## src/rtl/irq_sched_pkg.sv

```systemverilog
// Shared sizes, FSM state type and register map for the interrupt scheduler.
// Pure declarations: no logic, no latency, no flow control.
package irq_sched_pkg;

    localparam int NSRC = 5;
    localparam int NLVL = 4;

    typedef enum logic {
        IDLE  = 1'b0,
        OFFER = 1'b1
    } state_t;

    localparam logic [3:0] PRIO   = 4'd0;
    localparam logic [3:0] STAT   = 4'd1;
    localparam logic [3:0] EOI    = 4'd2;
    localparam logic [3:0] ERR    = 4'd3;
    localparam logic [3:0] ACKCNT = 4'd4;

endpackage

```

## src/rtl/irq_sched_pick.sv

```systemverilog
// Combinational winner select: highest eligible priority, ties to lowest index.
// Zero latency; there is no flow control, and the result is valid every cycle.
module irq_pick #(
    parameter int NSRC = 5,
    parameter int NLVL = 4
) (
    input  logic [NSRC-1:0]   pending,
    input  logic [2*NSRC-1:0] prio,
    input  logic [NLVL-1:0]   insvc,
    output logic              any,
    output logic [2:0]        win_idx,
    output logic [1:0]        win_lvl
);

    logic       run_vld;
    logic [1:0] run_lvl;
    logic [1:0] p;

    always_comb begin
        run_vld = 1'b0;
        run_lvl = 2'd0;
        for (int l = 0; l < NLVL; l++) begin
            if (insvc[l]) begin
                run_vld = 1'b1;
                run_lvl = 2'(l);
            end
        end

        any     = 1'b0;
        win_idx = 3'd0;
        win_lvl = 2'd0;
        p       = 2'd0;
        // Strict compare keeps the earlier (lower-index) source on a tie.
        for (int i = 0; i < NSRC; i++) begin
            p = prio[2*i +: 2];
            if (pending[i] && (!run_vld || p > run_lvl) && (!any || p > win_lvl)) begin
                any     = 1'b1;
                win_idx = 3'(i);
                win_lvl = p;
            end
        end
    end

endmodule

```

## src/rtl/irq_sched.sv

```systemverilog
// Priority interrupt scheduler with nested in-service tracking and a register bus.
// cpu_irq rises one cycle after a source becomes eligible and is held until ack or withdrawal.
module irq_sched
    import irq_sched_pkg::*;
#(
    parameter int NSRC = irq_sched_pkg::NSRC,
    parameter int NLVL = irq_sched_pkg::NLVL
) (
    input  logic             clk,
    input  logic             reset,
    input  logic [NSRC-1:0]  pending,
    output logic             cpu_irq,
    output logic [2:0]       cpu_vector,
    input  logic             cpu_ack,
    input  logic             io_write,
    input  logic [3:0]       io_addr,
    input  logic [15:0]      io_wdata,
    output logic [15:0]      io_rdata
);

    state_t              state_q, state_d;
    logic [2*NSRC-1:0]   r_prio;
    logic [NLVL-1:0]     r_insvc, insvc_d;
    logic [2:0]          r_vec;
    logic [1:0]          r_lvl;
    logic [2:0]          r_err, err_set, err_clr;
    logic [15:0]         r_ackcnt;

    logic                any;
    logic [2:0]          win_idx;
    logic [1:0]          win_lvl;
    logic                take_ack, withdraw, eoi, found;

    irq_pick #(.NSRC(NSRC), .NLVL(NLVL)) u_pick (
        .pending (pending),
        .prio    (r_prio),
        .insvc   (r_insvc),
        .any     (any),
        .win_idx (win_idx),
        .win_lvl (win_lvl)
    );

    always_ff @(posedge clk or posedge reset) begin
        if (reset) state_q <= IDLE;
        else       state_q <= state_d;
    end

    always_comb begin
        state_d  = state_q;
        take_ack = 1'b0;
        withdraw = 1'b0;
        case (state_q)
            IDLE:  if (any) state_d = OFFER;
            OFFER: begin
                if (cpu_ack) begin
                    take_ack = 1'b1;
                    state_d  = IDLE;
                end else if (!pending[r_vec]) begin
                    withdraw = 1'b1;
                    state_d  = IDLE;
                end
            end
            default: state_d = IDLE;
        endcase
    end

    // EOI works on the pre-cycle mask; a same-cycle ack is ORed in afterwards.
    always_comb begin
        eoi     = io_write && (io_addr == EOI);
        insvc_d = r_insvc;
        found   = 1'b0;
        if (eoi) begin
            for (int l = NLVL-1; l >= 0; l--) begin
                if (!found && r_insvc[l]) begin
                    insvc_d[l] = 1'b0;
                    found      = 1'b1;
                end
            end
        end
        if (take_ack) insvc_d[r_lvl] = 1'b1;

        err_set = {(state_q == IDLE) && cpu_ack, withdraw, eoi && (r_insvc == '0)};
        err_clr = (io_write && io_addr == ERR) ? io_wdata[2:0] : 3'b000;
    end

    always_ff @(posedge clk or posedge reset) begin
        if (reset) begin
            r_prio   <= '0;
            r_insvc  <= '0;
            r_vec    <= 3'd0;
            r_lvl    <= 2'd0;
            r_err    <= 3'b000;
            r_ackcnt <= 16'd0;
        end else begin
            if (io_write && io_addr == PRIO) r_prio <= io_wdata[2*NSRC-1:0];
            if (state_q == IDLE && any) begin
                r_vec <= win_idx;
                r_lvl <= win_lvl;
            end
            r_insvc <= insvc_d;
            r_err   <= (r_err & ~err_clr) | err_set;
            if (take_ack) r_ackcnt <= r_ackcnt + 16'd1;
        end
    end

    assign cpu_irq    = (state_q == OFFER);
    assign cpu_vector = r_vec;

    always_comb begin
        io_rdata = 16'd0;
        case (io_addr)
            PRIO:    io_rdata[2*NSRC-1:0] = r_prio;
            STAT:    io_rdata = {state_q == OFFER, 4'b0, r_vec, 4'b0, 4'(r_insvc)};
            ERR:     io_rdata = {13'b0, r_err};
            ACKCNT:  io_rdata = r_ackcnt;
            default: io_rdata = 16'd0;
        endcase
    end

endmodule

```

## config.mk

```make
export PLATFORM = sky130hd
export DESIGN_NAME = irq_sched
export DESIGN_NICKNAME = d
export VERILOG_FILES = /design/src/rtl/irq_sched_pkg.sv /design/src/rtl/irq_sched_pick.sv /design/src/rtl/irq_sched.sv
export SDC_FILE = /design/constraint.sdc
export NUM_CORES = 1
export LEC_CHECK = 0
export CORE_UTILIZATION = 52
export CTS_CLUSTER_SIZE = 28
export DETAILED_ROUTE_END_ITERATION = 8
export PLACE_DENSITY_LB_ADDON = 0.1
export RECOVER_POWER = 25
export SETUP_SLACK_MARGIN = 0.4
export SLEW_MARGIN = 25
export SYNTH_ARGS = -nofsm -noshare
export SYNTH_HDL_FRONTEND = slang
export SYNTH_SLANG_ARGS = --single-unit
export TNS_END_PERCENT = 1
```

## constraint.sdc

```tcl
create_clock -name clk -period 7 [get_ports clk]
set_clock_uncertainty 0.1 [all_clocks]
set_input_delay 1.05 -clock clk [delete_from_list [all_inputs] [get_ports clk]]
set_output_delay 1.05 -clock clk [all_outputs]
set_load 0.02 [all_outputs]
```

==> results.yml <==
outcome:
  status: "complete, but fails checks"
  violations: "max-capacitance violations, max-slew violations"
logic_synthesis:
  syn_inst: 250
  yosys_warnings: 0
  ys_ff_latch: 39
  syn_area_um2: 2550
  synth-edff-count: 0
  yosysSeqAreaShare_pct: 38.2
  synth_top_flop_cell: "dfrtp_1"
  async_reset_ff_share_pct: 100
  syn_area_per_cell_um2: 10.2
  synth_nets: 298
  synth.distinct_cells: 52
placed_design:
  place_ws_ns: 0.284
  dp_hpwl_um: 4520
  placed_area_um2: 3100
  dpl.cell_count: 362
  gp_congestion: 0.832
  port_buffers: 42
die:
  die_h_um: 72.1
  initial_core_util_pct: 54.1
  die_w_um: 72.1
  fp.coreArea_um2: 4720
  die_area_um2: 5200
  rows: 25
  io_pins: 49
cells_and_area:
  final_nets: 351
  antenna_cells: 0
  postLayoutCellArea_um2: 3190
  syn_to_final_growth_pct: 24.9
  layout-drive-gt1-share_pct: 13.6
  instances_no_fill: 369
  num-fill-cells: 387
route:
  first_iter_violations: 178
  wl_um: 5900
  vias_per_cell: 5.64
  num_vias: 2081
  drcViolationCount: 0
  ant_nets: 0
  wl_per_cell_um: 16.0
  first_pass_iters: 4
worst_hold_path:
  hold_class: "reg2reg"
timing:
  final.period_utilization_pct: 88.7
  finalCriticalPeriod_ns: 6.21
  drv_slew: 40
  slew_headroom_pct: -38.7
  hold_viol: 0
  setup_tns_ns: 0
  setup_ws_ns: 0.791
  setup_viol: 0
  clock.fmax_ghz: 0.161
  worst_slew_pin_slew_ns: 2.08
  rsz0062_at_grt: "no"
global_route:
  overflow: 0
  grt_max_degree: 40
  antenna_found_initial: 0
  grt_pass1_vias: 2055
  grt_pass1_wl_um: 9610
  track_usage_pct: 24.6
clock_network:
  clock-sinks: 39
  clockBufferDepth: 2
  cts_tree: "done"
  cts_root_buf: "clkbuf_8"
  insertion_delay_ns: 0.28
  clk_pin_slew_ns: 0.07
  cts_made_buffers: 5
  cts_htree_levels: 2
critical_path:
  slowest_stage: "dfrtp_1"
  cp-end-kind: "register"
  critPathMaxStageDelay_ns: 0.47
  cp.required_ns: 7.06
  start_kind: "register"
  arrival_ns: 6.27
  reg2reg_setup_slack_ns: 0.79
  crit_top_cell: "ha_1"
  crit_type: "reg2reg"
  cp_max_fo: 7
power_and_ir_drop:
  power_leakage_nw: 1.42
  max-vdd-ir-drop_uv: 240
  p_per_area_nw_per_um2: 377
flow_run:
  cap_violations: 1
[state kept, by name (all words and copies together), names as in the netlist]
register and flops:
cpu_irq 1, cpu_vector 3, r_ackcnt 16, r_err 3, r_lvl 2, r_prio 10
r_insvc 4
[cells in the final DEF (no fill, tap or decap), types with 5 or more instances in the layout]
cell type        instances
inv_1                   17
a22o_1                   8
buf_4                    6
clkbuf_8                 5
nor2_1                  11
o21ai_0                  9
mux2i_1                  5
dfrtp_1                 39
xnor2_1                 12
nor2b_1                  8
ha_1                    19
and2_1                   6
o31ai_1                  5
clkdlybuf4s50_1         40
mux2_2                  11
nand2_1                 30
[cell usage after synthesis, types with 2 or more instances]
library cell / count / area, um^2
dfrtp_1: 39 / 976
nand2_1: 30 / 113
ha_1: 19 / 238
inv_1: 17 / 63.8
xnor2_1: 12 / 105
mux2_2: 11 / 124
nor2_1: 11 / 41.3
o21ai_0: 10 / 50.1
a22o_1: 8 / 70.1
nor2b_1: 8 / 50.1
and2_1: 7 / 43.8
mux2i_1: 5 / 50.1
o31ai_1: 5 / 37.5
a21o_1: 4 / 30.0
nand3_1: 4 / 20.0
nand4_1: 4 / 25.0
o21ai_1: 4 / 20.0
a222oi_1: 3 / 30.0
a22oi_1: 3 / 22.5
a32o_1: 3 / 30.0
clkbuf_1: 3 / 11.3
xor2_1: 3 / 26.3
a211oi_1: 2 / 15.0
a21oi_1: 2 / 10.0
a2bb2oi_1: 2 / 17.5
and3_1: 2 / 12.5
o211ai_1: 2 / 15.0
o21a_1: 2 / 15.0
o32ai_2: 2 / 32.5
[layer usage]
| layer | part of all wire, % | GRT usage [%] | wire length [um] |
|---|---|---|---|
| met5 | 0 | 0 | 0 |
| met4 | 2.0 | 9.15 | 120 |
| met3 | 4.8 | 5.00 | 284 |
| met2 | 47 | 39.3 | 2800 |
| met1 | 46 | 33.2 | 2690 |
[cells by family after synthesis]
family | after synthesis | synth area share [%]
adder cells (fa/ha/maj) | 19 | 9.30
AO/OA/AOI/OAI | 61 | 20.2
flip-flops | 39 | 38.2
multiplexers | 18 | 8.28
AND/OR/NAND/NOR | 77 | 15.8
XOR/XNOR | 15 | 5.14
buffers and inverters | 21 | 3.08
[worst max-delay path: cells and delay by family, from the launching register on]
| kind | cells | cell delay [ns] |
|---|---|---|
| compound gates | 13 | 2.39 |
| simple gates | 6 | 0.73 |
| buf+inv | 2 | 0.22 |
| mux | 2 | 0.75 |
| flops | 1 | 0.47 |
| fa+ha+maj | 5 | 1.42 |
[per-stage QoR]
step	total power, mW	hold WS (ns)	utilization [%]
6_report	1.20	0.387	67.6
5_1_grt	1.31	0.412	67.6
4_1_cts	1.20	0.390	67.2
3_5_place_dp	1.05	0.378	65.6
3_3_place_gp	1.03	0.364	65.6
2_1_floorplan	0.856	0.346	-
[final timing paths]
check / from / endpoint / depth (start not counted)
max in group asynchronous: reset / r_ackcnt[10]$_DFFE_PP0P_ / 3
min reg2reg: r_ackcnt[14]$_DFFE_PP0P_ / r_ackcnt[14]$_DFFE_PP0P_ / 1
min: r_ackcnt[14]$_DFFE_PP0P_ / r_ackcnt[14]$_DFFE_PP0P_ / 1
max reg2reg: r_insvc[3]$_DFF_PP0_ / r_lvl[1]$_DFFE_PP0P_ / 28
max: r_insvc[3]$_DFF_PP0_ / r_lvl[1]$_DFFE_PP0P_ / 28
min in group asynchronous: reset / r_ackcnt[2]$_DFFE_PP0P_ / 3
[area by class of cell]
class,count,area (um^2),share of cell area [%]
Inverter,18,67.6,2.12
Timing Repair Buffer,49,472,14.8
Sequential cell,39,976,30.6
Multi-Input combinational cell,190,1520,47.6
Clock buffer,6,72.6,2.27
Tap cell,67,83.8,2.63
[repair_timing]
item | CTS | global route
setup buffers | 0 | 1
endpoints found under the setup margin | 0 | 4
gates resized for setup | 0 | 5
hold buffers | 0 | 0
[power breakdown]
| part | internal, mW | switching [mW] |
|---|---|---|
| clock | 0.0664 | 0.0715 |
| combinational | 0.336 | 0.363 |
| sequential | 0.282 | 0.0841 |
| total | 0.684 | 0.518 |
Power figures use the tool's default switching activity.
